==> config.mk <==
export PLATFORM = sky130hd
export DESIGN_NAME = k007232_mixer
export DESIGN_NICKNAME = d
export VERILOG_FILES = /design/src/rtl/k007232_mixer_pkg.sv /design/src/rtl/k007232_mixer_mul.sv /design/src/rtl/k007232_mixer.sv
export SDC_FILE = /design/constraint.sdc
export NUM_CORES = 1
export LEC_CHECK = 0
export CORE_MARGIN = 5
export CORE_UTILIZATION = 25
export CTS_BUF_LIST = sky130_fd_sc_hd__clkbuf_2 sky130_fd_sc_hd__clkbuf_4 sky130_fd_sc_hd__clkbuf_8
export CTS_CLUSTER_SIZE = 8
export DETAILED_ROUTE_END_ITERATION = 7
export HOLD_SLACK_MARGIN = 0.08
export PLACE_DENSITY_LB_ADDON = 0.05
export SYNTH_ARGS = -nofsm -noshare
export SYNTH_HDL_FRONTEND = slang
export SYNTH_SLANG_ARGS = --single-unit
==> constraint.sdc <==
create_clock -name CLK -period 3.2 [get_ports CLK]
set_input_delay 0.64 -clock CLK [delete_from_list [all_inputs] [get_ports CLK]]
set_output_delay 0.64 -clock CLK [all_outputs]
set_load 0.005 [all_outputs]
==> src/rtl/k007232_mixer_pkg.sv <==
// k007232_mixer_pkg: shared types and constants for the K007232 channel mixer.
// Sample coding, multiplier widths and the mixer FSM state encoding.
package k007232_mixer_pkg;

   localparam int SMP_W     = 7;
   localparam int VOL_W     = 4;
   localparam int SUM_W     = 12;
   localparam int SMP_MID   = 64;
   localparam int MUL_STEPS = 4;
   localparam int CNT_W     = $clog2(MUL_STEPS);

   typedef enum logic [1:0] {
      ST_IDLE,
      ST_MUL,
      ST_SUM
   } state_t;

   // Offset-binary sample to two's complement (64 -> 0).
   function automatic logic signed [SMP_W-1:0] smp_to_s(
      input logic [SMP_W-1:0] s
   );
      logic [SMP_W-1:0] mid;
      mid = SMP_W'(SMP_MID);
      return $signed(s - mid);
   endfunction

endpackage

==> src/rtl/k007232_mixer_mul.sv <==
// k007232_mixer_mul: serial signed x unsigned shift-add multiplier.
// Loads on start, then one gain bit per cycle LSB first; done pulses after the last step.
module k007232_mixer_mul
   import k007232_mixer_pkg::*;
(
   input  logic                    clk,
   input  logic                    res,
   input  logic                    start,
   input  logic signed [SMP_W-1:0] a,
   input  logic        [VOL_W-1:0] b,
   output logic signed [SUM_W-1:0] p,
   output logic                    done
);

   logic signed [SUM_W-1:0] mc;
   logic        [VOL_W-1:0] mp;
   logic        [CNT_W-1:0] cnt;
   logic                    run;

   always_ff @(posedge clk) begin
      if (res) begin
         mc   <= '0;
         mp   <= '0;
         p    <= '0;
         cnt  <= '0;
         run  <= 1'b0;
         done <= 1'b0;
      end else begin
         done <= 1'b0;
         if (start) begin
            mc  <= {{(SUM_W-SMP_W){a[SMP_W-1]}}, a};
            mp  <= b;
            p   <= '0;
            cnt <= '0;
            run <= 1'b1;
         end else if (run) begin
            if (mp[0])
               p <= p + mc;
            mc  <= mc <<< 1;
            mp  <= mp >> 1;
            cnt <= cnt + 1'b1;
            if (cnt == CNT_W'(MUL_STEPS-1)) begin
               run  <= 1'b0;
               done <= 1'b1;
            end
         end
      end
   end

endmodule

==> src/rtl/k007232_mixer.sv <==
// k007232_mixer: two-channel volume-scaled sample mixer with serial multipliers.
// Define K007232_MIXER_SAT_EN to saturate instead of shift when OUT_W < 12.
module k007232_mixer
   import k007232_mixer_pkg::*;
#(
   parameter int OUT_W = 12
) (
   input  logic                    CLK,
   input  logic                    RES,
   input  logic        [SMP_W-1:0] ASD,
   input  logic        [SMP_W-1:0] BSD,
   input  logic                    SMP_STB,
   input  logic                    VOL_WE,
   input  logic        [7:0]       VOL_D,
   input  logic                    DROP_CLR,
   output logic signed [OUT_W-1:0] MIX,
   output logic                    MIX_VLD,
   output logic                    BUSY,
   output logic                    DROP
);

   state_t                  state;
   logic        [VOL_W-1:0] vol_a;
   logic        [VOL_W-1:0] vol_b;
   logic        [CNT_W-1:0] step;
   logic                    start;
   logic signed [SUM_W-1:0] prod_a;
   logic signed [SUM_W-1:0] prod_b;
   logic signed [SUM_W-1:0] sum12;
   logic signed [OUT_W-1:0] mix_nxt;
   logic                    done_a;
   logic                    done_b;

   assign start = (state == ST_IDLE) && SMP_STB;
   assign BUSY  = (state != ST_IDLE);
   assign sum12 = prod_a + prod_b;

   k007232_mixer_mul u_mul_a (
      .clk   (CLK),
      .res   (RES),
      .start (start),
      .a     (smp_to_s(ASD)),
      .b     (vol_a),
      .p     (prod_a),
      .done  (done_a)
   );

   k007232_mixer_mul u_mul_b (
      .clk   (CLK),
      .res   (RES),
      .start (start),
      .a     (smp_to_s(BSD)),
      .b     (vol_b),
      .p     (prod_b),
      .done  (done_b)
   );

`ifdef K007232_MIXER_SAT_EN
   localparam logic signed [SUM_W-1:0] MIX_MAX = SUM_W'((2**(OUT_W-1))-1);
   localparam logic signed [SUM_W-1:0] MIX_MIN = SUM_W'(-(2**(OUT_W-1)));

   always_comb begin
      mix_nxt = OUT_W'(sum12);
      if (sum12 > MIX_MAX)
         mix_nxt = OUT_W'(MIX_MAX);
      else if (sum12 < MIX_MIN)
         mix_nxt = OUT_W'(MIX_MIN);
   end
`else
   always_comb begin
      mix_nxt = OUT_W'(sum12 >>> (SUM_W-OUT_W));
   end
`endif

   always_ff @(posedge CLK) begin
      if (RES) begin
         vol_a <= '0;
         vol_b <= '0;
      end else if (VOL_WE) begin
         vol_a <= VOL_D[3:0];
         vol_b <= VOL_D[7:4];
      end
   end

   always_ff @(posedge CLK) begin
      if (RES) begin
         state   <= ST_IDLE;
         step    <= '0;
         MIX     <= '0;
         MIX_VLD <= 1'b0;
         DROP    <= 1'b0;
      end else begin
         MIX_VLD <= 1'b0;
         if (DROP_CLR)
            DROP <= 1'b0;
         // A strobe while busy is discarded; setting DROP wins over a clear.
         if (SMP_STB && state != ST_IDLE)
            DROP <= 1'b1;
         unique case (state)
            ST_IDLE: begin
               step <= '0;
               if (SMP_STB)
                  state <= ST_MUL;
            end
            ST_MUL: begin
               step <= step + 1'b1;
               if (step == CNT_W'(MUL_STEPS-1))
                  state <= ST_SUM;
            end
            ST_SUM: begin
               if (done_a && done_b) begin
                  MIX     <= mix_nxt;
                  MIX_VLD <= 1'b1;
                  state   <= ST_IDLE;
               end
            end
            default: state <= ST_IDLE;
         endcase
      end
   end

endmodule

==> reports/qor.json <==
{
  "power_leakage": {"value": 2.30, "unit": "nW"},
  "worst_ep_arrival_time": {"value": 2690, "unit": "ps"},
  "drt-wirelength-per-cell": {"value": 15.6, "unit": "µm"},
  "die_w": {"value": 148, "unit": "µm"},
  "place.port_buffers": {"value": 41},
  "postRouteWirelength": {"value": 13000, "unit": "µm"},
  "first_pass_iters": {"value": 5},
  "gp_routability_congestion": {"value": 0.784},
  "pin_count_of_the_biggest_net_entering_global_routing": {"value": 51},
  "grt_overflow_total": {"value": 0},
  "final.fill_count": {"value": 2011},
  "vias_per_cell": {"value": 4.87},
  "ys_warn_count": {"value": 0},
  "cts_tree": {"value": "yes"},
  "die_area": {"value": 0.0220, "unit": "mm²"},
  "critical_path.endpoint_type": {"value": "flop"},
  "synth_edf_count": {"value": 0},
  "timing.rr.start": {"value": "u_mul_a.p[0]"},
  "layout.cells.most_common": {"value": "sky130_fd_sc_hd__dfxtp_1"},
  "final_hold_viol_count": {"value": 0},
  "cts_post_setup_buffers_inserted": {"value": 0},
  "drt_iter0_drc": {"value": 211},
  "placed_area": {"value": 0.00549, "unit": "mm²"},
  "run_status": {"value": "finished, final reports clean"},
  "syn-instance-count": {"value": 555},
  "drc_errors": {"value": 0},
  "min_delay_worst_endpoint": {"value": "MIX[6]"},
  "dpl.cell_count": {"value": 816},
  "tightestPinTransition": {"value": 781, "unit": "ps"},
  "post_synthesis_average_cell_area": {"value": 8.63, "unit": "µm²"},
  "detailedPlace.worstSlack": {"value": 800, "unit": "ps"},
  "timing.hold.worst.start": {"value": "MIX[6]"},
  "crit_path_start_kind": {"value": "flop"},
  "yosys_register_bits": {"value": 90},
  "die-height": {"value": 148, "unit": "µm"},
  "diode_count": {"value": 0},
  "final_util": {"value": 30.4, "unit": "%"},
  "timing.final.setup_violations": {"value": 0},
  "area.growth.synth_to_final": {"value": 19.1, "unit": "%"},
  "cts_hold_buffers": {"value": 0},
  "clk_path_buf_depth": {"value": 2},
  "mostFrequentLayoutCells": {"value": "sky130_fd_sc_hd__dfxtp_1, sky130_fd_sc_hd__nand2_1, sky130_fd_sc_hd__a21oi_1, sky130_fd_sc_hd__nor2_1, sky130_fd_sc_hd__mux2i_1"},
  "grt_pass1_wl": {"value": 21700, "unit": "µm"},
  "kind_of_critical_path": {"value": "flop to flop"},
  "hold_depth": {"value": 2},
  "async_reset_ff_share": {"value": 0, "unit": "%"},
  "start_util": {"value": 25.5, "unit": "%"},
  "power_density_over_the_cells": {"value": 418, "unit": "mW/mm²"},
  "slew_headroom": {"value": 47.8, "unit": "%"},
  "synth.yosys.seq_area_share": {"value": 37.6, "unit": "%"},
  "ctsHtreeMaxLevel": {"value": 3},
  "mappedNetlistArea": {"value": 0.00479, "unit": "mm²"},
  "worst_clock_skew": {"value": 10.9, "unit": "ps"},
  "antenna_violations_before_repair": {"value": 0},
  "count_of_instances_resized_after_the_clock_tree_is_built": {"value": 0},
  "finalInstanceArea": {"value": 0.00570, "unit": "mm²"},
  "clk_pin_slew": {"value": 90, "unit": "ps"},
  "synth_flop_cell": {"value": "sky130_fd_sc_hd__dfxtp_1"},
  "rows": {"value": 50},
  "floorplan.io_pins": {"value": 42},
  "root_buffer_cell": {"value": "sky130_fd_sc_hd__clkbuf_8"},
  "placeableCoreArea": {"value": 0.0188, "unit": "mm²"},
  "critical_path.reg2reg.endpoint": {"value": "MIX[10]"},
  "reg2reg_setup_slack": {"value": 760, "unit": "ps"},
  "ratio_of_cells_with_drive_above_1_in_the_final_layout": {"value": 5.85, "unit": "%"},
  "worstRegToRegCells": {"value": 8},
  "vias": {"value": 4048},
  "rsz_0062_raised_after_global_routing": {"value": "false"},
  "worst_ep_required_time": {"value": 3450, "unit": "ps"},
  "drt.antenna.violating_nets": {"value": 0},
  "max_freq": {"value": 409, "unit": "MHz"},
  "via_count_of_the_first_global_routing_pass": {"value": 4127},
  "min-delay-path-class": {"value": "flop to flop"},
  "cp_max_fo": {"value": 3},
  "finalNonFillerCells": {"value": 832},
  "fin_hold_ws": {"value": 462, "unit": "ps"},
  "vdd.ir_drop.worst": {"value": 0.215, "unit": "mV"},
  "postSynthNetCount": {"value": 621},
  "setup_ws": {"value": 758, "unit": "ps"},
  "slew_viol_final": {"value": 0},
  "post-layout-total-power": {"value": 2.39, "unit": "mW"},
  "post_synth_num_cell_types": {"value": 46},
  "dp.final_hpwl": {"value": 9670, "unit": "µm"},
  "cts_sink_cnt": {"value": 90},
  "post-route-period-util": {"value": 76.3, "unit": "%"},
  "max_capacitance_violation_count": {"value": 0},
  "numCtsBuffers": {"value": 9},
  "timing.final.crit_period": {"value": 2440, "unit": "ps"},
  "gr-usage-all-layers": {"value": 12.4, "unit": "%"},
  "final_net_count": {"value": 659},
  "clock_insertion_delay_worst_skew": {"value": 370, "unit": "ps"},
  "setup_total_negative_slack": {"value": 0, "unit": "ps"}
}
how the worst max path moves through the flow:
stage,startpoint,to,slack [ps],cells past startpoint
floorplan,u_mul_a.p[0],u_mul_a.p[10],920,8
global placement,u_mul_a.p[0],u_mul_a.p[10],790,8
detailed placement,u_mul_a.p[0],u_mul_a.p[10],800,8
CTS,u_mul_a.p[0],u_mul_a.p[10],780,8
global route,u_mul_a.p[0],MIX[10],560,8
finish,u_mul_a.p[0],MIX[10],760,8
registers in the layout, indices dropped and copies added, names as in the netlist, 2 cells and up:
| register | count |
|---|---|
| MIX | 12 |
| state | 2 |
| step | 2 |
| u_mul_a.cnt | 2 |
| u_mul_a.mc | 12 |
| u_mul_a.mp | 4 |
| u_mul_a.p | 12 |
| u_mul_b.cnt | 2 |
| u_mul_b.mc | 12 |
| u_mul_b.mp | 4 |
| u_mul_b.p | 12 |
| vol_a | 4 |
| vol_b | 4 |
area by class of cell:
type | count | area [µm²] | area share [%]
Multi-Input combinational cell | 433 | 2870 | 50.3
Sequential cell | 90 | 1800 | 31.6
Timing Repair Buffer | 54 | 503 | 8.82
Tap cell | 234 | 293 | 5.13
Clock buffer | 11 | 139 | 2.44
Clock inverter | 5 | 78.8 | 1.38
Inverter | 5 | 18.8 | 0.329
routing by layer:
metal / vias up / part of all wire (%) / track usage [%]
met1: 1892 / 49 / 16.6
met5: - / 0 / 0
met3: 12 / 3.9 / 2.77
met4: 0 / 1.1 / 3.56
met2: 64 / 46 / 20.1
li1: 2080 / - / -
critical path: stages, from the launching register on:
cell and delay, ps:
sky130_fd_sc_hd__dfxtp_1 340, sky130_fd_sc_hd__ha_1 240, sky130_fd_sc_hd__fa_1 420, sky130_fd_sc_hd__a21o_1 200, sky130_fd_sc_hd__a21oi_1 290, sky130_fd_sc_hd__nor2b_1 80
sky130_fd_sc_hd__o211ai_1 250, sky130_fd_sc_hd__a2111oi_0 150, sky130_fd_sc_hd__or3b_1 350
synth_stat cells (7+ instances only):
cell | n | area (µm²)
sky130_fd_sc_hd__nand2_1 | 66 | 248
sky130_fd_sc_hd__xnor2_1 | 12 | 105
sky130_fd_sc_hd__clkbuf_1 | 20 | 75.1
sky130_fd_sc_hd__buf_1 | 7 | 26.3
sky130_fd_sc_hd__dfxtp_1 | 90 | 1800
sky130_fd_sc_hd__o21ai_0 | 10 | 50.1
sky130_fd_sc_hd__a21oi_1 | 57 | 285
sky130_fd_sc_hd__a211oi_1 | 26 | 195
sky130_fd_sc_hd__nand3_1 | 22 | 110
sky130_fd_sc_hd__a21o_1 | 13 | 97.6
sky130_fd_sc_hd__nor2_1 | 52 | 195
sky130_fd_sc_hd__nor3_1 | 10 | 50.1
sky130_fd_sc_hd__mux2i_1 | 43 | 430
sky130_fd_sc_hd__o21ai_1 | 12 | 60.1
sky130_fd_sc_hd__ha_1 | 36 | 450
sky130_fd_sc_hd__or3_1 | 8 | 50.1
where the power goes:
group	switching, mW	internal [mW]	total [mW]	leakage, nW
logic	0.161	0.133	0.294	1.46
registers	0.0396	1.17	1.21	0.735
clock network	0.426	0.457	0.883	0.114
cells by family after synthesis:
logic type / synth area share (%)
and+or+nand+nor: 18.1
AOI/OAI and AO/OA: 18.8
DFF: 37.6
muxes: 8.99
adders and majority gates: 10.7
buffers and inverters: 2.51
xor gates and xnor gates: 3.29
Note: power is estimated with default switching activity, not from simulation.
